[src/rtl/alu_uart_if.sv]
// Byte-stream front-end for the bring-up ALU: assembles A/B/op/shamt from uart_rx, drives the ALU,
// and returns the result plus zero flag via uart_tx. Define ALU_UART_IF_CHECKSUM_EN to add an XOR byte.
module alu_uart_if #(
  parameter int unsigned BITS_SIZE  = 32,
  parameter int unsigned BITS_OP    = 4,
  parameter int unsigned BITS_SHAMT = 5,
  parameter int unsigned BITS_UART  = 8
) (
  input  logic                  i_clk,
  input  logic                  i_reset,
  input  logic [BITS_UART-1:0]  i_rx_data,
  input  logic                  i_rx_done,
  input  logic                  i_tx_done,
  output logic [BITS_UART-1:0]  o_tx_data,
  output logic                  o_tx_start,
  output logic [BITS_SIZE-1:0]  o_data_a,
  output logic [BITS_SIZE-1:0]  o_data_b,
  output logic [BITS_OP-1:0]    o_op,
  output logic [BITS_SHAMT-1:0] o_alu_shamt,
  output logic                  o_flag_shamt,
  input  logic [BITS_SIZE-1:0]  i_alu_result,
  input  logic                  i_alu_zero,
  output logic                  o_busy
);

  localparam int unsigned NB = BITS_SIZE / BITS_UART;
`ifdef ALU_UART_IF_CHECKSUM_EN
  localparam int unsigned NTX = NB + 2;
`else
  localparam int unsigned NTX = NB + 1;
`endif
  localparam int unsigned CntW = (NB > 1) ? $clog2(NB) : 1;
  localparam int unsigned IdxW = $clog2(NTX + 1);
  localparam logic [CntW-1:0] CntLast = CntW'(NB - 1);
  localparam logic [IdxW-1:0] IdxLast = IdxW'(NTX - 1);

  typedef enum logic [2:0] {
    StRxA,
    StRxB,
    StRxOp,
    StRxShamt,
    StExec,
    StTxSend,
    StTxWait
  } state_e;

  state_e                 state_q;
  logic [CntW-1:0]        cnt_q;
  logic [IdxW-1:0]        idx_q;
  logic [BITS_SIZE-1:0]   sh_a_q;
  logic [BITS_SIZE-1:0]   sh_b_q;
  logic [BITS_OP-1:0]     sh_op_q;
  logic [BITS_SIZE-1:0]   res_q;
  logic                   zero_q;

  logic [IdxW-1:0]        idx_next;
  logic [BITS_UART-1:0]   status_byte;
  logic [BITS_UART-1:0]   next_byte;

  assign idx_next    = idx_q + IdxW'(1);
  assign status_byte = {{(BITS_UART-1){1'b0}}, zero_q};
  assign o_busy      = !((state_q == StRxA) && (cnt_q == '0));

`ifdef ALU_UART_IF_CHECKSUM_EN
  logic [BITS_UART-1:0] csum;

  always_comb begin
    csum = status_byte;
    for (int i = 0; i < NB; i++) begin
      csum = csum ^ res_q[i*BITS_UART +: BITS_UART];
    end
  end
`endif

  // Byte loaded on the next S_TX_SEND; byte 0 comes straight from the ALU in S_EXEC.
  always_comb begin
    next_byte = '0;
    for (int i = 0; i < NB; i++) begin
      if (idx_next == IdxW'(i)) begin
        next_byte = res_q[i*BITS_UART +: BITS_UART];
      end
    end
    if (idx_next == IdxW'(NB)) begin
      next_byte = status_byte;
    end
`ifdef ALU_UART_IF_CHECKSUM_EN
    if (idx_next == IdxW'(NB + 1)) begin
      next_byte = csum;
    end
`endif
  end

  always_ff @(posedge i_clk) begin
    if (!i_reset) begin
      state_q      <= StRxA;
      cnt_q        <= '0;
      idx_q        <= '0;
      sh_a_q       <= '0;
      sh_b_q       <= '0;
      sh_op_q      <= '0;
      res_q        <= '0;
      zero_q       <= 1'b0;
      o_tx_data    <= '0;
      o_tx_start   <= 1'b0;
      o_data_a     <= '0;
      o_data_b     <= '0;
      o_op         <= '0;
      o_alu_shamt  <= '0;
      o_flag_shamt <= 1'b0;
    end else begin
      case (state_q)
        StRxA: begin
          if (i_rx_done) begin
            for (int i = 0; i < NB; i++) begin
              if (cnt_q == CntW'(i)) sh_a_q[i*BITS_UART +: BITS_UART] <= i_rx_data;
            end
            if (cnt_q == CntLast) begin
              cnt_q   <= '0;
              state_q <= StRxB;
            end else begin
              cnt_q <= cnt_q + CntW'(1);
            end
          end
        end
        StRxB: begin
          if (i_rx_done) begin
            for (int i = 0; i < NB; i++) begin
              if (cnt_q == CntW'(i)) sh_b_q[i*BITS_UART +: BITS_UART] <= i_rx_data;
            end
            if (cnt_q == CntLast) begin
              cnt_q   <= '0;
              state_q <= StRxOp;
            end else begin
              cnt_q <= cnt_q + CntW'(1);
            end
          end
        end
        StRxOp: begin
          if (i_rx_done) begin
            sh_op_q <= i_rx_data[BITS_OP-1:0];
            state_q <= StRxShamt;
          end
        end
        StRxShamt: begin
          // All ALU inputs switch on this one edge so the ALU never sees a half-built frame.
          if (i_rx_done) begin
            o_data_a     <= sh_a_q;
            o_data_b     <= sh_b_q;
            o_op         <= sh_op_q;
            o_alu_shamt  <= i_rx_data[BITS_SHAMT-1:0];
            o_flag_shamt <= i_rx_data[BITS_UART-1];
            state_q      <= StExec;
          end
        end
        StExec: begin
          res_q      <= i_alu_result;
          zero_q     <= i_alu_zero;
          idx_q      <= '0;
          o_tx_data  <= i_alu_result[BITS_UART-1:0];
          o_tx_start <= 1'b1;
          state_q    <= StTxSend;
        end
        StTxSend: begin
          o_tx_start <= 1'b0;
          state_q    <= StTxWait;
        end
        StTxWait: begin
          if (i_tx_done) begin
            if (idx_q == IdxLast) begin
              idx_q   <= '0;
              state_q <= StRxA;
            end else begin
              idx_q      <= idx_next;
              o_tx_data  <= next_byte;
              o_tx_start <= 1'b1;
              state_q    <= StTxSend;
            end
          end
        end
        default: state_q <= StRxA;
      endcase
    end
  end

endmodule

[config.mk]
export PLATFORM = sky130hd
export DESIGN_NAME = alu_uart_if
export DESIGN_NICKNAME = d
export VERILOG_FILES = /design/src/rtl/alu_uart_if.sv
export SDC_FILE = /design/constraint.sdc
export NUM_CORES = 1
export LEC_CHECK = 0
export CORE_MARGIN = 1
export CORE_UTILIZATION = 40
export CTS_BUF_LIST = sky130_fd_sc_hd__clkbuf_8
export DETAILED_ROUTE_END_ITERATION = 7
export SLEW_MARGIN = 40
export SYNTH_ARGS = -nofsm -noshare
export SYNTH_HDL_FRONTEND = slang
export SYNTH_SLANG_ARGS = --single-unit
[constraint.sdc]
create_clock -name i_clk -period 5.3 [get_ports i_clk]
set_clock_uncertainty 0.05 [all_clocks]
set_input_delay 1.06 -clock i_clk [delete_from_list [all_inputs] [get_ports i_clk]]
set_output_delay 1.06 -clock i_clk [all_outputs]
set_load 0.005 [all_outputs]
After elaboration in Yosys (flattened, before gate mapping):

Cells that the tools add are included.

* bits in registers: 192
* input bits: 45
* output and inout bits: 84
* word-level logic and storage cells: 92

* add/subtract/negate cells: 2
* equal/unequal tests: 22
* multiplexer cells: 24
* reduce and logical (&&, ||, !) cells: 23

Operators with widths (count)
* $mux W8: 7
* $mux W3: 10
* $reduce_and A3 Y1: 10
* $pmux W3 S7: 1
* $pmux W8 S2: 1
* $eq A3 B3 Y1 const B: 5
* $ne A2 B2 Y1 const B: 7
* $eq A3 B2 Y1 const B: 4
* $reduce_and A2 Y1: 4
* $reduce_and A7 Y1: 1
* $eq A3 B1 Y1 const B: 2
* $logic_not A3 Y1: 2
* $pmux W3 S2: 1
* $eq A2 B2 Y1 const B: 2
* $add A3 B1 Y3 const B: 1
* $pmux W1 S3: 1
* $reduce_bool A3 Y1: 1
* $add A2 B1 Y2 const B: 1
* $eq A2 B1 Y1 const B: 1
* $logic_not A2 Y1: 1
* $mux W1: 2
* $mux W2: 1
* $ne A2 B1 Y1 const B: 1
* $reduce_bool A2 Y1: 1
* other kinds (3): 3

Logic depth before layout (Yosys ltp):

* depth after elaboration: 10
* depth in mapped cells: 7
* depth with buffers taken out: 6

Worst setup path before layout:

OpenSTA, ideal clock, no wires.

* kind: register -> output
* start point: register cnt_q[0]
* end point: output o_busy
* data arrival time: 1.208 ns
* data required time: 4.190 ns
* slack: 2.982 ns
* stages on the path, launching flop included: 6
* buffers on the path: 2
* path through: dfxtp_1 -> inv_1 -> ha_1 -> clkbuf_1 -> buf_1 -> nand3b_1

* cells in the longest elaborated chain, start to end: 3

Ends and longest elaborated chain
* start: declaration: RTL line 48 `logic [CntW-1:0] cnt_q;`
* start signal: assignment: RTL line 121 `cnt_q <= cnt_q + CntW'(1);`
* start signal: assignment: RTL line 134 `cnt_q <= cnt_q + CntW'(1);`
* $logic_not A2 Y1: RTL line 62 `assign o_busy = !((state_q == StRxA) && (cnt_q == '0));`
* $logic_and A1 B1 Y1: RTL line 62
* $logic_not A1 Y1: RTL line 62
* end: declaration: RTL line 23 `output logic o_busy`

No other way between the ends.

Worst setup path after layout:

Same ends and word-level chain as after synthesis.

==> results.md <==
* Setup-failing EPs final at 0
* Combinational power share at 0.057
* Crit path DAT at 2.29 ns
* Setup total negative slack at 0 ns
* CP max stage cell: ha_1
* Post-route ant nets at 0
* Syn Area/Cell at between 8 and 9 um2
* Largest stage delay, worst path at about 0.64 ns
* P_sw at between 600 and 700 uW
* Placed Area at a little over 9000 um2
* Hold Crit Class: reg2reg
* Post-Synthesis Cells at roughly 940
* RSZ-0062 raised after global routing: false
* FP Rows at 50
* Reg clk slew, reported paths at around 0.090 ns
* Synth Warn # at 0
* Top cells by count, synth: nand2_1 (303), dfxtp_1 (192), a21boi_0 (159)
* Vias in the first global route at roughly 6000
* Min-Delay Startpoint: sh_a_q[15]
* Fin. Hold Viols at 0
* Final WS setup at 1.902 ns
* Cts hold-fix bufs at 0
* Area of the mapped netlist at just under 8000 um2
* Largest cells by area after synthesis: dfxtp_1 (49%), a21boi_0 (15%), nand2_1 (15%)
* Yosys top cell by area: dfxtp_1
* First-pass GRT wire length at 31.39 mm
* Via density at between 4 and 5
* GR Util met3 at 0.04441
* Top cell type's share of synthesized area at 0.4902
* Die Height at 142.0 um
* Sequential-to-total area share from yosys stat at 0.4902
* CP startpoint kind: flop
* Netlist cell types at 44
* Post-CTS setup buffer count at 0
* Asr flop ratio synth at 0
* Gates resized, CTS repair at 0
* Layout cells sized above 1 at 0.05053
* LEAKAGE at just over 0.003 uW
* CTS Buffer Depth at 2
* Post-synth top flop: dfxtp_1
* Multi-input combinational cell area at ~3700 um2
* Critical path peak fanout at 19
* DRC viols at 0
* Clk network pwr share at 0.397
* Post-layout min period at 3.398 ns
* Reg-to-Reg Start: state_q[2]
* Worst Path Required at between 4 and 5 ns
* Die width at 142.0 um
* Gpl congestion at 0.7557
* Count leader, synth: nand2_1
* Final nets at about 1100
* Worst-margin pin slew at roughly 0.83 ns
* Delay-heaviest family, CP: adder cells
* Skew-Pair Late Insertion Delay at around 0.47 ns
* Critical path class: reg2out
* # Max-Cap Violations at 0
* Rel. slew slack at 0.4495
* GRT met2 Usage at 0.3044
* CTS tree: yes
* Via count at 6381
* # port buffers at 128
* Outcome: complete, no violations
* Pwr dens at around 280 nW/um2
* Pin count of the biggest net entering global routing at roughly 110
* Register Area at 3844 um2
* Max IR drop VDD at ~0.17 mV
* Inserted Clock Buffers at 17
* Max Clk Rate at 294.3 MHz
* GRT busiest layer: met2
* Design area at 9668 um2
* Post-synth EDFFs at 0
* GRT Residual Overflow at 0
* Antenna diode count at 0
* Core ar. at 18960 um2
* Place WS at approximately 2.0 ns
* Syn_nets at 990
* Filler instances at 1849
* Met1 Track Usage GR at 0.2826
* Pre-antenna DRT Iters at 5
* Clock sink count at 192
* Cell Int Power at slightly above 2000 uW
* Number of antenna violations at the first check in global routing at 0
* Cell Chain, Critical Path: inv_1 > ha_1 > nand3b_1 > clkdlybuf4s50_1
* Register share of total power at 0.545
* #FFs+latches synth at 192
* WP buf/inv at 2
* Max-slew violations at 0
* HPWL after DPL at between 10 and 15 mm
* Total chip power at 2690 uW
* Root Driver: clkbuf_8
* Initial DRC count at roughly 350
* Switching share of total power at 0.2307
* Final WL at roughly 19 mm
* Crit. Startpoint: cnt_q[0]
* H-tree levels at 4
* Tcrit/Tclk final at 0.6411
* CP endpoint kind: primary output
* WL per Instance at 15.07 um
* Tot GR Track Use at 0.1982
* Num ports at between 100 and 150
* Starting Density at 0.4137
* Layout area overhead at 23.30%
* Die ar. at ~20000 um2
[worst min-delay path: cells and delay by family, from the launching register on]
| kind | cells | cell delay (ns) |
|---|---|---|
| compound gates | 1 | 0.05 |
| simple gates | 1 | 0.05 |
| flops | 1 | 0.32 |
[state kept, by name, indices dropped and copies added, names as in the netlist]
register / count
cnt_q: 2
idx_q: 3
o_alu_shamt: 5
o_data_a: 32
o_data_b: 32
o_flag_shamt: 1
o_op: 4
o_tx_data: 8
o_tx_start: 1
res_q: 32
sh_a_q: 32
sh_b_q: 32
sh_op_q: 4
state_q: 3
zero_q: 1
[power by group through the flow]
stage	combinational (uW)	clock, uW	sequential [uW]
3_3_place_gp	153	0	1500
6_report	154	1070	1470
4_1_cts	154	1090	1470
5_1_grt	166	1150	1470
3_5_place_dp	153	0	1500
2_1_floorplan	87.7	0	1500
[final timing paths]
| kind | end | slack, ns | depth (start not counted) |
|---|---|---|---|
| max | o_busy | 1.90 | 4 |
| min | sh_a_q[15] | 0.41 | 2 |
| max reg2reg | o_data_a[4] | 2.79 | 5 |
| min reg2reg | sh_a_q[15] | 0.41 | 2 |
[placed cells by master, fill, tap and decap left out, types with 2 or more instances in the layout]
master	count
a21o_1	8
buf_4	11
o21ai_0	19
a21oi_1	3
and3b_1	2
clkdlybuf4s50_1	127
a41oi_1	7
a21boi_1	17
nand3b_1	3
a21bo_2	2
o22ai_1	2
and2_1	2
a22oi_1	7
nor2b_1	5
nor2_1	6
dfxtp_1	192
clkbuf_8	19
ha_1	10
nand2_1	303
o21a_1	2
a21boi_0	159
nor3_2	2
nand3_1	74
clkinv_2	2
nand2b_1	3
nor3_1	2
bufinv_16	4
mux2i_1	4
clkinvlp_4	3
inv_1	8
[logic make-up after synthesis]
| logic type | Yosys count | synth area share |
|---|---|---|
| DFF | 192 | 0.4902 |
| adders and majority gates | 10 | 0.01596 |
| muxes | 4 | 0.005106 |
| buffers and inverters | 84 | 0.04755 |
| AOI/OAI and AO/OA | 234 | 0.2186 |
| and+or+nand+nor | 410 | 0.2215 |
| xor gates and xnor gates | 1 | 0.001117 |
[per-stage QoR]
stage | cells | hold WS (ns) | util
floorplan | 935 | 0.3801 | -
global placement | 1256 | 0.3906 | 0.4855
detailed placement | 1256 | 0.3949 | 0.4861
CTS | 1288 | 0.4078 | 0.5096
global route | 1289 | 0.4231 | 0.5100
finish | 1289 | 0.4061 | 0.5100
[final cells by class]
| type | count | share of cell area |
|---|---|---|
| Multi-Input combinational cell | 659 | 0.3787 |
| Clock buffer | 19 | 0.02705 |
| Inverter | 7 | 0.002718 |
| Timing Repair Buffer | 139 | 0.1412 |
| Tap cell | 260 | 0.03365 |
| Sequential cell | 192 | 0.3976 |
| Clock inverter | 13 | 0.01915 |
[metal layers]
metal / up-vias / part of all wire
met1: 2940 / 0.52
met4: 0 / 0.0092
met2: 132 / 0.43
met5: - / 0
li1: 3292 / -
met3: 17 / 0.042
No activity file was read; power rests on OpenSTA's default activity.
